File: src/rtl/poly_pipe_pkg.sv
// Shared constants and the saturating-increment helper used by poly_pipe_ctrl.
package poly_pipe_pkg;

    localparam int NUM_STAGES = 3;

    typedef logic [NUM_STAGES-1:0] stage_vec_t;

    // Counters narrower than 32 bits are zero-extended by the caller.
    function automatic logic sat_can_inc(input logic [31:0] value, input logic [31:0] max_value);
        return value != max_value;
    endfunction

endpackage

File: src/rtl/poly_pipe_ctrl_sat_counter.sv
// Saturating up-counter: holds at all-ones instead of wrapping. Synchronous active-high reset.
module sat_counter
    import poly_pipe_pkg::*;
#(
    parameter int WIDTH = 16
)
(
    input  logic             clk,
    input  logic             rst,
    input  logic             i_inc,
    output logic [WIDTH-1:0] o_count
);

    localparam logic [WIDTH-1:0] MAX_COUNT = '1;

    logic [WIDTH-1:0] r_count;
    logic             w_step;

    assign w_step = i_inc && sat_can_inc(32'(r_count), 32'(MAX_COUNT));

    always_ff @(posedge clk) begin
        if (rst) begin
            r_count <= '0;
        end else if (w_step) begin
            r_count <= r_count + WIDTH'(1);
        end
    end

    assign o_count = r_count;

endmodule

File: src/rtl/poly_pipe_ctrl.sv
// Valid/ready controller for the 3-stage polynomial datapath.
// Performance counters are built only when POLY_PIPE_CTRL_PERF_EN is defined; otherwise they read 0.
module poly_pipe_ctrl
    import poly_pipe_pkg::*;
#(
    parameter int CNT_WIDTH = 16
)
(
    input  logic                 clk,
    input  logic                 rst,
    input  logic                 in_valid,
    output logic                 in_ready,
    output logic                 out_valid,
    input  logic                 out_ready,
    input  logic                 flush,
    output logic                 load0,
    output logic                 load1,
    output logic                 load2,
    output logic                 busy,
    output logic [CNT_WIDTH-1:0] sample_count,
    output logic [CNT_WIDTH-1:0] stall_count
);

    stage_vec_t r_valid;
    logic       w_en0;
    logic       w_en1;
    logic       w_en2;
    logic       w_in_ready;

    // Enables ripple back from the output so a full pipe can advance every stage at once.
    always_comb begin
        w_en2      = 1'b0;
        w_en1      = 1'b0;
        w_en0      = 1'b0;
        w_in_ready = 1'b0;
        if (!flush) begin
            w_en2      = r_valid[2] && (!r_valid[2] || out_ready) ? r_valid[1] : 1'b0;
            w_en2      = r_valid[1] && (!r_valid[2] || out_ready);
            w_en1      = r_valid[0] && (!r_valid[1] || w_en2);
            w_in_ready = !r_valid[0] || w_en1;
            w_en0      = in_valid && w_in_ready;
        end
    end

    always_ff @(posedge clk) begin
        if (rst || flush) begin
            r_valid <= '0;
        end else begin
            r_valid[2] <= w_en2 || (r_valid[2] && !out_ready);
            r_valid[1] <= w_en1 || (r_valid[1] && !w_en2);
            r_valid[0] <= w_en0 || (r_valid[0] && !w_en1);
        end
    end

    assign in_ready  = w_in_ready;
    assign load0     = w_en0;
    assign load1     = w_en1;
    assign load2     = w_en2;
    assign out_valid = r_valid[2];
    assign busy      = |r_valid;

`ifdef POLY_PIPE_CTRL_PERF_EN
    logic w_sample_inc;
    logic w_stall_inc;

    // A handshake during flush is discarded, so it is not counted as a completed sample.
    assign w_sample_inc = r_valid[2] && out_ready && !flush;
    assign w_stall_inc  = r_valid[2] && !out_ready;

    sat_counter #(
        .WIDTH(CNT_WIDTH)
    ) u_sample_cnt (
        .clk    (clk),
        .rst    (rst),
        .i_inc  (w_sample_inc),
        .o_count(sample_count)
    );

    sat_counter #(
        .WIDTH(CNT_WIDTH)
    ) u_stall_cnt (
        .clk    (clk),
        .rst    (rst),
        .i_inc  (w_stall_inc),
        .o_count(stall_count)
    );
`else
    assign sample_count = '0;
    assign stall_count  = '0;
`endif

endmodule

File: config.mk
export PLATFORM = sky130hd
export DESIGN_NAME = poly_pipe_ctrl
export DESIGN_NICKNAME = d
export VERILOG_FILES = /design/src/rtl/poly_pipe_pkg.sv /design/src/rtl/poly_pipe_ctrl_sat_counter.sv /design/src/rtl/poly_pipe_ctrl.sv
export SDC_FILE = /design/constraint.sdc
export NUM_CORES = 1
export LEC_CHECK = 0
export BUFFER_PORTS_ARGS = -buffer_cell sky130_fd_sc_hd__buf_2
export CAP_MARGIN = 10
export CORE_AREA = 10 10 47 49
export CTS_BUF_LIST = sky130_fd_sc_hd__clkbuf_4 sky130_fd_sc_hd__clkbuf_8
export DETAILED_ROUTE_END_ITERATION = 8
export DIE_AREA = 0 0 57 59
export GPL_ROUTABILITY_DRIVEN = 1
export PLACE_DENSITY = 0.79
export SYNTH_ARGS = -nofsm -noshare
export SYNTH_HDL_FRONTEND = slang
export SYNTH_SLANG_ARGS = --single-unit
export TNS_END_PERCENT = 30
File: constraint.sdc
create_clock -name clk -period 1.6 [get_ports clk]
set_input_delay 0.48 -clock clk [delete_from_list [all_inputs] [get_ports clk]]
set_output_delay 0.48 -clock clk [all_outputs]
set_load 0.02 [all_outputs]
# Yosys cells after proc, flatten, opt, wreduce, memory -nomap -nowiden
# Index checks and enable logic that the tools add are counted.
dict set report word_totals {
  out_inout_bits 38
  reg_bits 3
  inputBits 5
}
dict set report op_classes {
  n_reduce_logical 20
  muxes 4
}
# cell n
set op_table {}
lappend op_table {{logical OR 1 bit} 7}
lappend op_table {{logical AND 1 bit} 6}
lappend op_table {{zero test 1 bit} 6}
lappend op_table {{2-to-1 mux 1 bit} 4}
lappend op_table {{OR reduction 3 bit} 1}

# Longest topological paths before layout
# Gate-level depths: netlist of run 1.
dict set report logic_depth {
  depth_word 9
  ltp_mapped 2
  mapped_depth_nobuf 2
}

# Worst setup path after synthesis of run 1
# No wires, ideal clock.
dict set report synth_timing {
  kind {reg-to-output}
  from {register r_valid[2]}
  to {output load2}
  path_stages_with_launch 3
  required_ns 1.120
  setup_slack_ns 0.059
  path_buffers 0
  arrival_time_ns 1.061
  cell_sequence {dfxtp_1 > nor2b_1 > nor3b_1}
}
dict set report synth_via {
  elab_chain_cells 4
}
# item line
set synth_rtl {}
lappend synth_rtl {{from (decl)} poly_pipe_ctrl.sv:24} ;# stage_vec_t r_valid;
lappend synth_rtl {{from (signal assigned)} poly_pipe_ctrl.sv:49} ;# r_valid[2] <= w_en2 || (r_valid[2] && !out_ready);
lappend synth_rtl {{zero test 1 bit} poly_pipe_ctrl.sv:38} ;# w_en2 = r_valid[1] && (!r_valid[2] || out_ready);
lappend synth_rtl {{logical OR 1 bit} poly_pipe_ctrl.sv:38}
lappend synth_rtl {{logical AND 1 bit} poly_pipe_ctrl.sv:38}
lappend synth_rtl {{2-to-1 mux 1 bit} poly_pipe_ctrl.sv:36} ;# if (!flush) begin
lappend synth_rtl {{to (decl)} poly_pipe_ctrl.sv:18} ;# output logic load2,
# Every way passes these cells.

# Worst setup path after layout of run 1
dict set report layout_timing {
  from {input out_ready}
  to {output load0}
}
dict set report layout_via {
  elab_chain_cells 7
}
# item line
set layout_rtl {}
lappend layout_rtl {{from (decl)} poly_pipe_ctrl.sv:14} ;# input logic out_ready,
lappend layout_rtl {{logical OR 1 bit} poly_pipe_ctrl.sv:38}
lappend layout_rtl {{logical AND 1 bit} poly_pipe_ctrl.sv:38}
lappend layout_rtl {{logical OR 1 bit} poly_pipe_ctrl.sv:39} ;# w_en1 = r_valid[0] && (!r_valid[1] || w_en2);
lappend layout_rtl {{logical AND 1 bit} poly_pipe_ctrl.sv:39}
lappend layout_rtl {{logical OR 1 bit} poly_pipe_ctrl.sv:40} ;# w_in_ready = !r_valid[0] || w_en1;
lappend layout_rtl {{logical AND 1 bit} poly_pipe_ctrl.sv:41} ;# w_en0 = in_valid && w_in_ready;
lappend layout_rtl {{2-to-1 mux 1 bit} poly_pipe_ctrl.sv:36}
lappend layout_rtl {{to (decl)} poly_pipe_ctrl.sv:16} ;# output logic load0,
# Every way passes these cells.

==> results of run 1 <==
## cell usage in the layout (no fill, tap or decap)
master,count
conb_1,32
buf_2,7
clkbuf_4,4
o21a_1,3
buf_4,3
dfxtp_2,3
nor3b_2,2
nor2_1,2
nor2b_1,1
nor3b_1,1
and3b_2,1
and4b_2,1
or3_1,1
## worst max-delay path, cell delays in order
cell	delay [ps]
buf_2	90
and4b_2	240
nor3b_2	150
buf_4	160
## cells by family after synthesis
kind of cell | Yosys count | synth area share
other | 1 | 0.00937
and+or+nand+nor | 9 | 0.184
buffers and inverters | 32 | 0.600
DFF | 3 | 0.150
AOI/OAI and AO/OA | 3 | 0.0562
## synthesized netlist by cell type
cell type / n
o21a_1: 3
and3b_2: 1
nor3b_2: 2
and4b_2: 1
buf_4: 32
nor2b_1: 1
or3_1: 1
conb_1: 1
nor2_1: 2
dfxtp_1: 3
nor3b_1: 1
## per-layer routing
layer / up-vias / part of all wire
li1: 117 / -
met1: 107 / 0.33
met2: 25 / 0.50
met3: 0 / 0.18
met4: 0 / 0
met5: - / 0
## metrics by stage
step	cell area, µm²	TNS (ps)
3_5_place_dp	347	-60.2
3_3_place_gp	347	-13.8
4_1_cts	384	-38.3
5_1_grt	388	-216
2_1_floorplan	517	0
6_report	388	-9.98
## what timing repair did
| item | in CTS | in global routing |
|---|---|---|
| resized for setup | 4 | 2 |
| pin swaps | 1 | 0 |
| setup endpoints to repair | 2 | 5 |
## final timing paths
path | from | end | slack [ps] | cells after the start
worst max-delay path | out_ready | load0 | -10 | 4
worst min-delay path | in_valid | r_valid[0]$_SDFF_PP0_ | 470 | 2
worst max register to register | r_valid[0]$_SDFF_PP0_ | r_valid[0]$_SDFF_PP0_ | 740 | 2
worst min register to register | r_valid[0]$_SDFF_PP0_ | r_valid[1]$_SDFF_PP0_ | 480 | 1
## power by group through the flow
stage	sequential (mW)	combinational [mW]	clock, mW
finish	0.0786	0.0978	0.149
global route	0.0790	0.106	0.163
CTS	0.0786	0.0934	0.158
detailed placement	0.0794	0.0922	0
global placement	0.0793	0.0914	0
floorplan	0.0791	0.139	0
## layout make-up
class	instances	area [µm²]
Clock buffer	4	30.0
Fill cell	167	1010
Multi-Input combinational cell	44	216
Sequential cell	3	63.8
Tap cell	16	20.0
Timing Repair Buffer	10	57.6
==> flow_summary_export.csv, run 1 <==
group,metric,value,unit
run_status,status,"finished with violations",
run_status,failed_checks,"setup timing",
floorplanning,row_count,14,
global_route,globalRouteMet2Util,0.0791,
global_route,gr-total-overflow,0,
sta,finalSetupViolations,1,
drt,postRouteAntennaNets,0,
layout,area_growth_syn_to_layout,-3.13,%
floorplanning,fp.dieArea,3360,µm²
clock_tree,cts_buffer_depth,2,
critical_path,worst-path-max-fanout,3,
synthesis,syn-instance-count,48,
floorplanning,coreArea,1400,µm²
layout,largest_register_by_flop_count,"r_valid",
sta,hold_ws,474,ps
sta,fin_crit,1610,ps
power_and_ir_drop,intPower,0.201,mW
synthesis,postSynthAreaPerCell,8.34,µm²
critical_path,critPathRequiredTime,1120,ps
layout,number_of_flip_flops_in_the_largest_register,3,
synthesis,synthesis.area,400,µm²
clock_tree,tritoncts,"built",
sta,setup_ws,-9.98,ps
clock_tree,numCtsBuffers,3,
global_route,global_route_wire_length_before_repair,1380,µm
power_and_ir_drop,combPwrFrac,0.301,
drt,routed_wire_length_per_instance,11.6,µm
global_route,grt_max_degree,6,
synthesis,synth_seq_area_share,0.150,
sta,report.final.hold_viol_count,0,
floorplanning,design.portCount,43,
place,post-place-cells,73,
drt,drt-initial-drc-count,2,
power_and_ir_drop,clock_power_share,0.457,
synthesis,synth_cell_type_count,11,
global_route,top_usage_layer,"met2",
layout,non_filler_cells_final,77,
floorplanning,floorplan.die.width,57,µm
synthesis,synthDominantCellAreaShare,0.600,
global_route,grtUsageMet3,0.0472,
layout,insertedDiodeCount,0,
power_and_ir_drop,switchingPower,0.124,mW
global_route,groute.layer.met1.usage,0.0421,
global_route,initial_antenna_violation_count,0,
synthesis,synth_top_cell_by_area,"buf_4",
drt,via_count,249,
power_and_ir_drop,pwr-share-seq,0.242,
sta,final-max-slew-violation-count,0,
min_path,path_type_of_the_worst_min_delay_path,"input port to register",
job,timing.max_cap.violations,0,
layout,nNetsFinal,67,
power_and_ir_drop,ir_drop,195,µV
sta,max_clock_freq,0.621,GHz
clock_tree,cts_root_buf,"clkbuf_4",
sta,grt_setup_unrepaired,"true",
drt,first_pass_iters,2,
critical_path,worst-endpoint-arrival,1130,ps
clock_tree,h_tree_depth_reported_by_cts,1,
place,numPortBuffers,10,
global_route,grt.total_usage,0.0521,
synthesis,ys_ff_latch,3,
power_and_ir_drop,post-layout-total-power,0.325,mW
power_and_ir_drop,net_switching_share_of_the_total_power,0.381,
place,placement.setup.worst_slack,-38.3,ps
clock_tree,cts_hold_repair.buffers,0,
clock_tree,clock_insertion_delay_worst_skew,230,ps
synthesis,synth-warning-count,0,
critical_path,cp-start-kind,"input port",
critical_path,critPathCaptureType,"primary output",
global_route,via_count_of_the_first_global_routing_pass,312,
place,place.detailed.hpwl,806,µm
drt,route.detailed.drc,0,
drt,detail_route.wirelength,891,µm
clock_tree,clock_sink_count,3,
place,routability_congestion_estimate_from_global_placement,0.753,
clock_tree,post-cts-setup-buffer-count,0,
layout,biggest_registers_after_layout,"r_valid x3",
power_and_ir_drop,leakagePower,0.236,nW
clock_tree,worst_setup_hold_path_clk_slew,40,ps
drt,avgViaCountPerCell,3.23,
sta,period_share,1.01,
power_and_ir_drop,power_density,838,nW/µm²
critical_path,timing_worst_setup_path_type,"input port to primary output",
floorplanning,initial_core_util,0.286,
floorplanning,die_h,59,µm
layout,fin_util,0.277,
layout,post_route_cells_drive_above_1_share,0.344,
synthesis,ys_top_cells_by_area,"buf_4 60%, dfxtp_1 15%, nor3b_2 6.3%",
sta,finClkSkew,0.402,ps
No activity file was read; power rests on OpenSTA's default activity.
==> run 2: changes to the inputs <==
--- a/config.mk
+++ b/config.mk
@@ -14,2 +14,3 @@
 export GPL_ROUTABILITY_DRIVEN = 1
+export GPL_TIMING_DRIVEN = 0
 export PLACE_DENSITY = 0.79
--- a/constraint.sdc
+++ b/constraint.sdc
@@ -3,2 +3,2 @@
 set_output_delay 0.48 -clock clk [all_outputs]
-set_load 0.02 [all_outputs]
+set_load 0.1 [all_outputs]
==> flow_summary_export.csv, run 2 (synthesis results as in run 1) <==
group,metric,value,unit
global_route,grt.total_usage,0.0707,
clock_tree,clock_sink_count,3,
sta,period_share,1.09,
global_route,grt_max_degree,6,
critical_path,worstPathBufferInverterCount,2,
run_status,failed_checks,"setup timing",
global_route,global_route_wire_length_before_repair,1790,µm
drt,route.detailed.drc,0,
critical_path,worst-endpoint-arrival,1270,ps
critical_path,timing_worst_setup_path_type,"input port to primary output",
layout,commonest_non_fill_non_tap_cells_in_the_layout,"32 x buf_4, 32 x conb_1, 5 x buf_2",
drt,drt-initial-drc-count,0,
clock_tree,numCtsBuffers,3,
floorplanning,coreArea,1400,µm²
clock_tree,cts_hold_repair.buffers,0,
layout,post_route_cells_drive_above_1_share,0.591,
critical_path,crit_path_max_delay_cell_type,"and4b_2",
sta,fin_crit,1750,ps
layout,filler_cell_count,148,
power_and_ir_drop,clock_power_share,0.216,
min_path,number_of_instances_on_the_worst_hold_path,1,
layout,number_of_flip_flops_in_the_largest_register,3,
layout,fin_util,0.511,
power_and_ir_drop,power_density,977,nW/µm²
layout,largest_register_by_flop_count,"r_valid",
floorplanning,fp.dieArea,3360,µm²
critical_path,path_delay_family,"simple AND/OR/NAND/NOR gates",
clock_tree,clock_insertion_delay_worst_skew,230,ps
clock_tree,cts_root_buf,"clkbuf_4",
critical_path,worst-path-max-fanout,3,
critical_path,path_cells,"buf_2 > and4b_2 > nor3b_4 > buf_12",
place,place.detailed.hpwl,1010,µm
clock_tree,cts_buffer_depth,2,
sta,report.final.hold_viol_count,0,
layout,area_growth_syn_to_layout,78.7,%
global_route,initial_antenna_violation_count,0,
critical_path,reg2reg_setup_slack,720,ps
clock_tree,h_tree_depth_reported_by_cts,1,
power_and_ir_drop,switchingPower,0.432,mW
layout,nNetsFinal,99,
drt,routed_wire_length_per_instance,10.4,µm
layout,multi_input_area,243,µm²
layout,stdcell_area,716,µm²
floorplanning,initial_core_util,0.286,
critical_path,worst_r2r_path_depth,2,
critical_path,worst-path-stages,4,
floorplanning,floorplan.die.width,57,µm
layout,insertedDiodeCount,0,
power_and_ir_drop,intPower,0.267,mW
power_and_ir_drop,ir_drop,406,µV
layout,regArea,66.3,µm²
sta,finalSetupViolations,5,
clock_tree,post-cts-setup-buffer-count,0,
critical_path,cp-start-kind,"input port",
place,placement.setup.worst_slack,-366,ps
sta,finClkSkew,5.27,ps
power_and_ir_drop,combPwrFrac,0.674,
power_and_ir_drop,net_switching_share_of_the_total_power,0.618,
place,dpl-instance-area,617,µm²
place,numPortBuffers,10,
global_route,gr-total-overflow,0,
floorplanning,die_h,59,µm
global_route,via_count_of_the_first_global_routing_pass,366,
sta,grt_setup_unrepaired,"true",
sta,hold_ws,483,ps
clock_tree,tritoncts,"built",
floorplanning,row_count,14,
place,routability_congestion_estimate_from_global_placement,0.731,
drt,via_count,329,
floorplanning,design.portCount,43,
drt,postRouteAntennaNets,0,
sta,setup_ws,-151,ps
critical_path,worst_path_largest_cell_delay,260,ps
drt,avgViaCountPerCell,3.02,
drt,first_pass_iters,1,
clock_tree,worst_setup_hold_path_clk_slew,30,ps
sta,final-max-slew-violation-count,0,
critical_path,critPathRequiredTime,1120,ps
min_path,path_type_of_the_worst_min_delay_path,"register to register",
drt,detail_route.wirelength,1130,µm
critical_path,critPathCaptureType,"primary output",
run_status,status,"finished with violations",
job,timing.max_cap.violations,0,
power_and_ir_drop,pwr-share-seq,0.110,
sta,max_clock_freq,0.571,GHz
layout,biggest_registers_after_layout,"r_valid x3",
power_and_ir_drop,leakagePower,0.427,nW
==> run 2: cell count changes in the layout (fill, tap and decap cells not counted) <==
cell	delta
dfxtp_4	+1
dfxtp_2	-1
nor2_1	-1
nor3b_4	+3
buf_12	+4
nor3b_2	-2
buf_4	+29
nor2_2	+1
nor3b_1	-1
buf_2	-2
buf_6	+1
==> run 2: stage by stage <==
step | std cells | total power, mW | TNS [ps]
CTS | 109 | 0.701 | -420
global placement | 105 | 0.526 | -966
floorplan | 79 | 0.512 | -1780
global route | 109 | 0.731 | -608
detailed placement | 105 | 0.527 | -1060
finish | 109 | 0.699 | -372
==> run 2: worst paths after layout <==
kind	to	startpoint
min	r_valid[1]$_SDFF_PP0_	r_valid[0]$_SDFF_PP0_
max reg2reg	r_valid[0]$_SDFF_PP0_	r_valid[0]$_SDFF_PP0_
min reg2reg	r_valid[1]$_SDFF_PP0_	r_valid[0]$_SDFF_PP0_
max	load0	out_ready
==> run 2: timing repair <==
| action | 4_1_cts | 5_1_grt |
|---|---|---|
| endpoints found under the setup margin | 5 | 5 |
| pin swaps | 1 | 0 |
| gates resized for setup | 19 | 1 |
| hold endpoints to repair | 0 | 0 |
==> run 2: worst register-to-register path, cell delays in order, from the launching register on <==
cell and delay (ps):
dfxtp_2 320, and4b_2 270, o21a_1 180
==> run 2: final cells by class <==
cell class / instances / share of cell area
Multi-Input combinational cell: 44 / 0.339
Buffer: 32 / 0.336
Timing Repair Buffer: 10 / 0.163
Sequential cell: 3 / 0.0927
Clock buffer: 4 / 0.0420
Tap cell: 16 / 0.0280
==> run 2: metal layers <==
| metal | up-vias | wire length [µm] | track usage |
|---|---|---|---|
| met5 | - | 0 | 0 |
| met4 | 0 | 0 | 0.0403 |
| met3 | 0 | 239 | 0.0730 |
| met2 | 25 | 602 | 0.115 |
| met1 | 125 | 292 | 0.0517 |
| li1 | 179 | - | - |
==> run 2: power groups by stage <==
stage | combinational (mW) | sequential [mW] | clock, mW
after floorplan | 0.433 | 0.0788 | 0
after global placement | 0.448 | 0.0777 | 0
after detailed placement | 0.449 | 0.0779 | 0
after CTS | 0.465 | 0.0769 | 0.159
after global routing | 0.484 | 0.0772 | 0.170
final | 0.471 | 0.0770 | 0.151
